==> config.mk <==
export PLATFORM = sky130hd
export DESIGN_NAME = fft_frame_scheduler
export DESIGN_NICKNAME = d
export VERILOG_FILES = /design/src/rtl/fft_frame_scheduler.sv
export SDC_FILE = /design/constraint.sdc
export NUM_CORES = 1
export LEC_CHECK = 0
export ABC_AREA = 1
export CAP_MARGIN = 25
export CORE_MARGIN = 4
export CORE_UTILIZATION = 45
export CTS_BUF_LIST = sky130_fd_sc_hd__clkbuf_8
export CTS_CLUSTER_DIAMETER = 50
export CTS_CLUSTER_SIZE = 14
export DETAILED_ROUTE_END_ITERATION = 12
export GPL_TIMING_DRIVEN = 1
export PLACE_DENSITY = 0.66
export REMOVE_ABC_BUFFERS = 1
export SYNTH_ARGS = -nofsm -noshare
export SYNTH_HDL_FRONTEND = slang
export SYNTH_SLANG_ARGS = --single-unit
==> constraint.sdc <==
create_clock -name clk -period 1.66 [get_ports clk]
set_input_delay 0.332 -clock clk [delete_from_list [all_inputs] [get_ports clk]]
set_output_delay 0.332 -clock clk [all_outputs]
set_load 0.1 [all_outputs]
==> src/rtl/fft_frame_scheduler.sv <==
// rtl/fft_frame_scheduler.sv - ping-pong frame sequencer for the FFT-to-BRAM capture path
module fft_frame_scheduler #(
    parameter int TIMEOUT_CYCLES = 65536,
    parameter int FRAME_CNT_W    = 16
) (
    input  logic                   clk,
    input  logic                   rst,
    input  logic                   enable,
    output logic                   wr_start,
    input  logic                   wr_finish,
    output logic                   wr_bank,
    output logic                   frame_valid,
    output logic                   frame_bank,
    input  logic                   frame_done,
    output logic [FRAME_CNT_W-1:0] frame_count,
    output logic [7:0]             overrun_count,
    output logic                   timeout,
    output logic                   busy
);

    localparam int WD_W = (TIMEOUT_CYCLES > 2) ? $clog2(TIMEOUT_CYCLES) : 1;
    localparam logic [WD_W-1:0] WD_LAST = WD_W'(TIMEOUT_CYCLES - 1);

    typedef enum logic [2:0] {
        S_IDLE,
        S_START,
        S_WAIT_FIN,
        S_WAIT_BANK,
        S_ERROR
    } state_t;

    state_t            state;
    state_t            next_state;
    logic [1:0]        full;
    logic [1:0]        full_after_done;
    logic [1:0]        full_next;
    logic              wb;
    logic              rb;
    logic [WD_W-1:0]   wd;
    logic              done_ok;
    logic              fin_ok;
    logic              start_d;
    logic              overrun_evt;
    logic              timeout_evt;

    // Consumer release is applied before the writer's bank check, so a
    // same-cycle frame_done can free the bank the writer needs next.
    always_comb begin
        done_ok         = frame_done && full[rb];
        fin_ok          = (state == S_WAIT_FIN) && wr_finish;
        full_after_done = full;
        if (done_ok) begin
            full_after_done[rb] = 1'b0;
        end
        full_next = full_after_done;
        if (fin_ok) begin
            full_next[wb] = 1'b1;
        end
    end

    always_ff @(posedge clk) begin
        if (rst) begin
            state <= S_IDLE;
        end else begin
            state <= next_state;
        end
    end

    always_comb begin
        next_state = state;
        case (state)
            S_IDLE: begin
                if (enable) begin
                    next_state = S_START;
                end
            end
            S_START: begin
                next_state = S_WAIT_FIN;
            end
            S_WAIT_FIN: begin
                if (wr_finish) begin
                    if (!enable) begin
                        next_state = S_IDLE;
                    end else if (full_after_done[~wb]) begin
                        next_state = S_WAIT_BANK;
                    end else begin
                        next_state = S_START;
                    end
                end else if (wd == WD_LAST) begin
                    next_state = S_ERROR;
                end
            end
            S_WAIT_BANK: begin
                if (!full_after_done[wb]) begin
                    next_state = enable ? S_START : S_IDLE;
                end
            end
            S_ERROR: begin
                next_state = S_ERROR;
            end
            default: begin
                next_state = S_IDLE;
            end
        endcase
    end

    always_comb begin
        start_d     = (next_state == S_START);
        overrun_evt = fin_ok && (next_state == S_WAIT_BANK);
        timeout_evt = (state == S_WAIT_FIN) && (next_state == S_ERROR);
    end

    always_ff @(posedge clk) begin
        if (rst) begin
            full          <= 2'b00;
            wb            <= 1'b0;
            rb            <= 1'b0;
            wd            <= '0;
            wr_start      <= 1'b0;
            frame_count   <= '0;
            overrun_count <= 8'd0;
            timeout       <= 1'b0;
        end else begin
            full     <= full_next;
            wr_start <= start_d;
            if (fin_ok) begin
                wb          <= ~wb;
                frame_count <= frame_count + 1'b1;
            end
            if (done_ok) begin
                rb <= ~rb;
            end
            if (state == S_START) begin
                wd <= '0;
            end else if (state == S_WAIT_FIN) begin
                wd <= wd + 1'b1;
            end
            if (overrun_evt && (overrun_count != 8'hFF)) begin
                overrun_count <= overrun_count + 8'd1;
            end
            if (timeout_evt) begin
                timeout <= 1'b1;
            end
        end
    end

    assign wr_bank     = wb;
    assign frame_bank  = rb;
    assign frame_valid = full[rb];
    assign busy        = (state != S_IDLE);

endmodule

After elaboration in Yosys (flattened, before gate mapping):

Index checks and enable logic that the tools add are counted.

* input port bits: 5
* logic and storage cells: 61
* output and inout port bits: 30
* flip-flop bits (word level): 49

* reduce and logical (&&, ||, !) cells: 10
* equality and inequality tests: 9
* bitwise operators: 5
* magnitude comparators: 5
* multiplexer cells: 20
* add/subtract/negate cells: 3

Operator list (number)
* 16-bit by 1-bit adder with 16-bit output, second input constant: 2
* 16-bit equality test, second input constant: 1
* 3-bit one-hot mux with 5 select lines: 1
* 3-bit 2-to-1 mux: 4
* 3-bit by 2-bit equality test with 1-bit output, second input constant: 3
* 1-bit 2-to-1 mux: 9
* 8-bit by 1-bit adder with 8-bit output, second input constant: 1
* 2-bit 2-to-1 mux: 4
* 8-bit inequality test, second input constant: 1
* 1-bit logical AND: 7
* 3-bit by 1-bit equality test with 1-bit output, second input constant: 2
* 3-bit equality test, second input constant: 2
* 1-bit by 2-bit < comparator with 1-bit output, second input constant: 3
* 3-bit logical NOT: 1
* 3-bit nonzero test: 1
* 2-bit bitwise AND: 1
* 1-bit demux with 1-bit select: 2
* 1-bit greater-or-equal comparator, second input constant: 2
* 1-bit NOT: 2
* 2-bit NOT: 1
* 2-bit bitwise OR: 1
* 2-bit OR reduction: 1

Logic depth before layout (Yosys ltp):

* depth after elaboration: 16
* mapped depth: 11

Worst setup path before layout:

No wires, ideal clock.

* path kind: reg2reg
* start: register frame_count[0]
* end: register frame_count[10]
* buffers on the path: 0
* path slack: -520 ps
* clock period less this slack: 2180 ps
* library setup time: 110 ps
* cell stages (with the launch flop): 11
* arrival time: 2070 ps
* cell sequence: dfxtp_1 > ha_1 > nand2_1 > nor2_1 > nand2_1 > inv_1 > nand3b_1 > nor2_1 > nand2_1 > nand2_1 > nor2_1

* longest elaborated chain between the ends: 1

RTL lines
* start: declaration: RTL line 15 `output logic [FRAME_CNT_W-1:0] frame_count,`
* start signal: assignment: RTL line 128 `frame_count <= frame_count + 1'b1;`
* 16-bit by 1-bit adder with 16-bit output: RTL line 128

No other way between the ends.
A chain may end at the register's enable or synchronous reset.

Final worst setup path:

* start: register state[1]
* end: output port busy

* longest elaborated chain between the ends: 1

RTL lines
* start: declaration: RTL line 32 `state_t state;`
* start signal: assignment: RTL line 65 `state <= next_state;`
* 3-bit nonzero test: RTL line 150 `assign busy = (state != S_IDLE);`
* end: declaration: RTL line 18 `output logic busy`

No other way between the ends.

==> impl_metrics.env <==
export IMPL_status="finished, final reports clean"
export IMPL_dieWidth_um=84.2
export IMPL_tns_ps=0
export IMPL_holdBufCountCts=0
export IMPL_drtIter0Drc=159
export IMPL_maxCapViolCount=0
export IMPL_grt_total_usage=0.196
export IMPL_met1_length_mm=2.89
export IMPL_dp_cells=529
export IMPL_clk_latency_ps=310
export IMPL_max_slew_margin=0.725
export IMPL_clk_pin_slew_ps=90
export IMPL_yosys_area_top_type="dfxtp_1"
export IMPL_synth_area_mm2=0.00262
export IMPL_finalSetupViolCount=0
export IMPL_wl_met2_mm=3.24
export IMPL_multi_input_area_mm2=0.00142
export IMPL_grt_max_degree=20
export IMPL_pre_cts_ws_ps=-81.0
export IMPL_cellLeakagePower_nw=1.33
export IMPL_peakVddDrop_uv=532
export IMPL_antenna_found_initial=0
export IMPL_dpl_hpwl_mm=5.06
export IMPL_netlist_instances=408
export IMPL_fin_crit_sh=0.934
export IMPL_synthXorXnorAreaFrac=0.0368
export IMPL_grt_pass1_vias=2672
export IMPL_drive_above_1_share=0.163
export IMPL_crit_path_start_kind="register"
export IMPL_yosysUniqueCellTypes=29
export IMPL_drtPass1Iterations=4
export IMPL_portBuffers=34
export IMPL_ys_top_cells_by_area="dfxtp_1, nand2_1, nor2_1, inv_1, a21oi_1"
export IMPL_fp_dieH_um=84.2
export IMPL_row_count=27
export IMPL_synthMuxAreaShare=0
export IMPL_numClockSinks=49
export IMPL_postCtsSetupRepairBufs=0
export IMPL_routed_top_layer="met4"
export IMPL_period_minus_slack_ps=1550
export IMPL_antenna_cells=0
export IMPL_seqCellArea_um2=983
export IMPL_synth_adder_area_share=0.0144
export IMPL_avgSynthCellArea_um2=6.41
export IMPL_cts_tree="built"
export IMPL_syn_to_final_growth_pct=37.5
export IMPL_io_pins=35
export IMPL_initial_core_util=0.469
export IMPL_cpPeakStageDelay_ps=450
export IMPL_dieArea_mm2=0.00709
export IMPL_worstPathArrival_ps=1220
export IMPL_maxSlewViolCount=0
export IMPL_post_cts_resized=0
export IMPL_path_max_fanout=5
export IMPL_yosysTopAreaCellShare=0.375
export IMPL_setup_slack_ps=110
export IMPL_critPathBufInv=2
export IMPL_cts_buffers=5
export IMPL_fp_coreArea_mm2=0.00557
export IMPL_root_buffer="clkbuf_8"
export IMPL_h_tree_depth=2
export IMPL_ant_nets=0
export IMPL_synth_seq_cells=49
export IMPL_wirelength_mm=6.56
export IMPL_fmax_mhz=645
export IMPL_skew_ps=4.80
export IMPL_hold_viol_final=0
export IMPL_path_cells="inv_1, nand3_1, buf_12"
export IMPL_synth_compound_area_frac=0.117
export IMPL_synth_top_family_by_area="simple AND/OR/NAND/NOR gates"
export IMPL_final_cell_count_no_fill=537
export IMPL_tightest_slew_ps=413
export IMPL_holdWs_ps=493
export IMPL_fillers=508
export IMPL_synth_warnings=0
export IMPL_clockBufferDepth=2
export IMPL_fin_nets=472
export IMPL_grt_pass1_wl_mm=11.7
export IMPL_cp_end_kind="output pin"
export IMPL_wl_per_cell_um=12.2
export IMPL_hold_class="reg2reg"
export IMPL_grt_overflow=0
export IMPL_gp_congestion=0.834
export IMPL_vias=2710
export IMPL_yosys_area_share_simple=0.372
export IMPL_vias_per_cell=5.05
export IMPL_synth_seq_area_share=0.375
export IMPL_remaining_drc_errors=0
export IMPL_p_per_area_mw_per_mm2=610
export IMPL_crit_family="flip-flops"
export IMPL_required_ps=1330
export IMPL_crit_slowest_cell="dfxtp_1"
export IMPL_path_class="reg2out"
export IMPL_dr_wl_met3_um=295
[final cells by class]
| class | count | share of cell area |
|---|---|---|
| clock buffers | 6 | 0.0230 |
| clock inverters | 2 | 0.00383 |
| inverters | 52 | 0.0546 |
| multi-input cells | 301 | 0.394 |
| flip-flops and latches | 49 | 0.274 |
| well taps | 72 | 0.0251 |
| repair buffers | 55 | 0.226 |
[registers in the layout (all words and copies together), names as in the netlist]
register and count:
frame_bank 1, frame_count 16, full 2, overrun_count 8, state 3, timeout 1
wd 16, wr_bank 1, wr_start 1
[report_power, final]
part	total, mW	switching (mW)	internal [mW]
logic	0.230	0.148	0.0819
registers	1.20	0.0120	1.19
clock network	0.766	0.427	0.339
[final timing paths]
check / slack, ps / cells after the start / endpoint / start
worst max-delay path: 110 / 3 / busy / state[1]$_SDFF_PP0_
worst min-delay path: 490 / 2 / wd[2]$_SDFFE_PP0N_ / wd[2]$_SDFFE_PP0N_
worst max register to register: 190 / 8 / frame_count[8]$_SDFFE_PP0P_ / frame_count[0]$_SDFFE_PP0P_
worst min register to register: 490 / 2 / wd[2]$_SDFFE_PP0N_ / wd[2]$_SDFFE_PP0N_
[layer usage]
metal  GRT usage  up-vias
met5           0        -
met2       0.328       56
met3      0.0363       15
met1       0.249     1235
met4      0.0760        0
li1            -     1404
[stage by stage]
stage                     utilization  instance area (um^2)  power (mW)
after floorplan                     -                  2590        1.35
after global placement          0.626                  3490        1.45
after detailed placement        0.626                  3490        1.45
after CTS                       0.644                  3590        2.21
after global routing            0.645                  3590        2.28
final                           0.645                  3590        2.19
[tightest hold or removal path: stages (launching register included)]
cell and delay, ps:
dfxtp_1 340, inv_1 70, a21oi_1 50
[layout by cell type, fill, tap and decap left out, types with 3 or more instances in the layout]
cell and count:
a21oi_1 35, nand3_1 17, o21ai_1 5, xnor2_1 3, dfxtp_1 47, inv_1 48, inv_2 3, clkdlybuf4s50_1 4
nand4_1 9, buf_4 20, nand2_1 129, xor2_1 8, nand3b_1 3, buf_12 31, clkbuf_8 6, nor2_2 4
nor2_1 55, o21ai_0 15
[logic make-up (layout without fill, tap and decap cells)]
logic type	after synthesis	count (layout)
AOI/OAI and AO/OA	59	59
xor gates and xnor gates	11	11
adders and majority gates	3	3
buffers and inverters	58	115
DFF	49	49
and+or+nand+nor	228	228
[cells in the mapped netlist]
cell type and count:
o21bai_1 2, nand3_1 17, nor2_4 1, nor3_1 2
nor3_2 1, nor2_2 4, and2_1 1, o21ai_0 16
clkinv_2 1, nand3b_1 3, inv_2 3, nand4_1 9
o21ai_1 4, nand4_2 1, nor2_1 55, nand3_2 1
a21oi_1 35, dfxtp_1 49, clkbuf_1 4, ha_1 3
xnor2_1 3, or2_0 2, o21a_1 1, inv_1 48
nand3_4 1, a211oi_1 1, nand2_1 130, xor2_1 8
buf_2 2
Power figures use the tool's default switching activity.
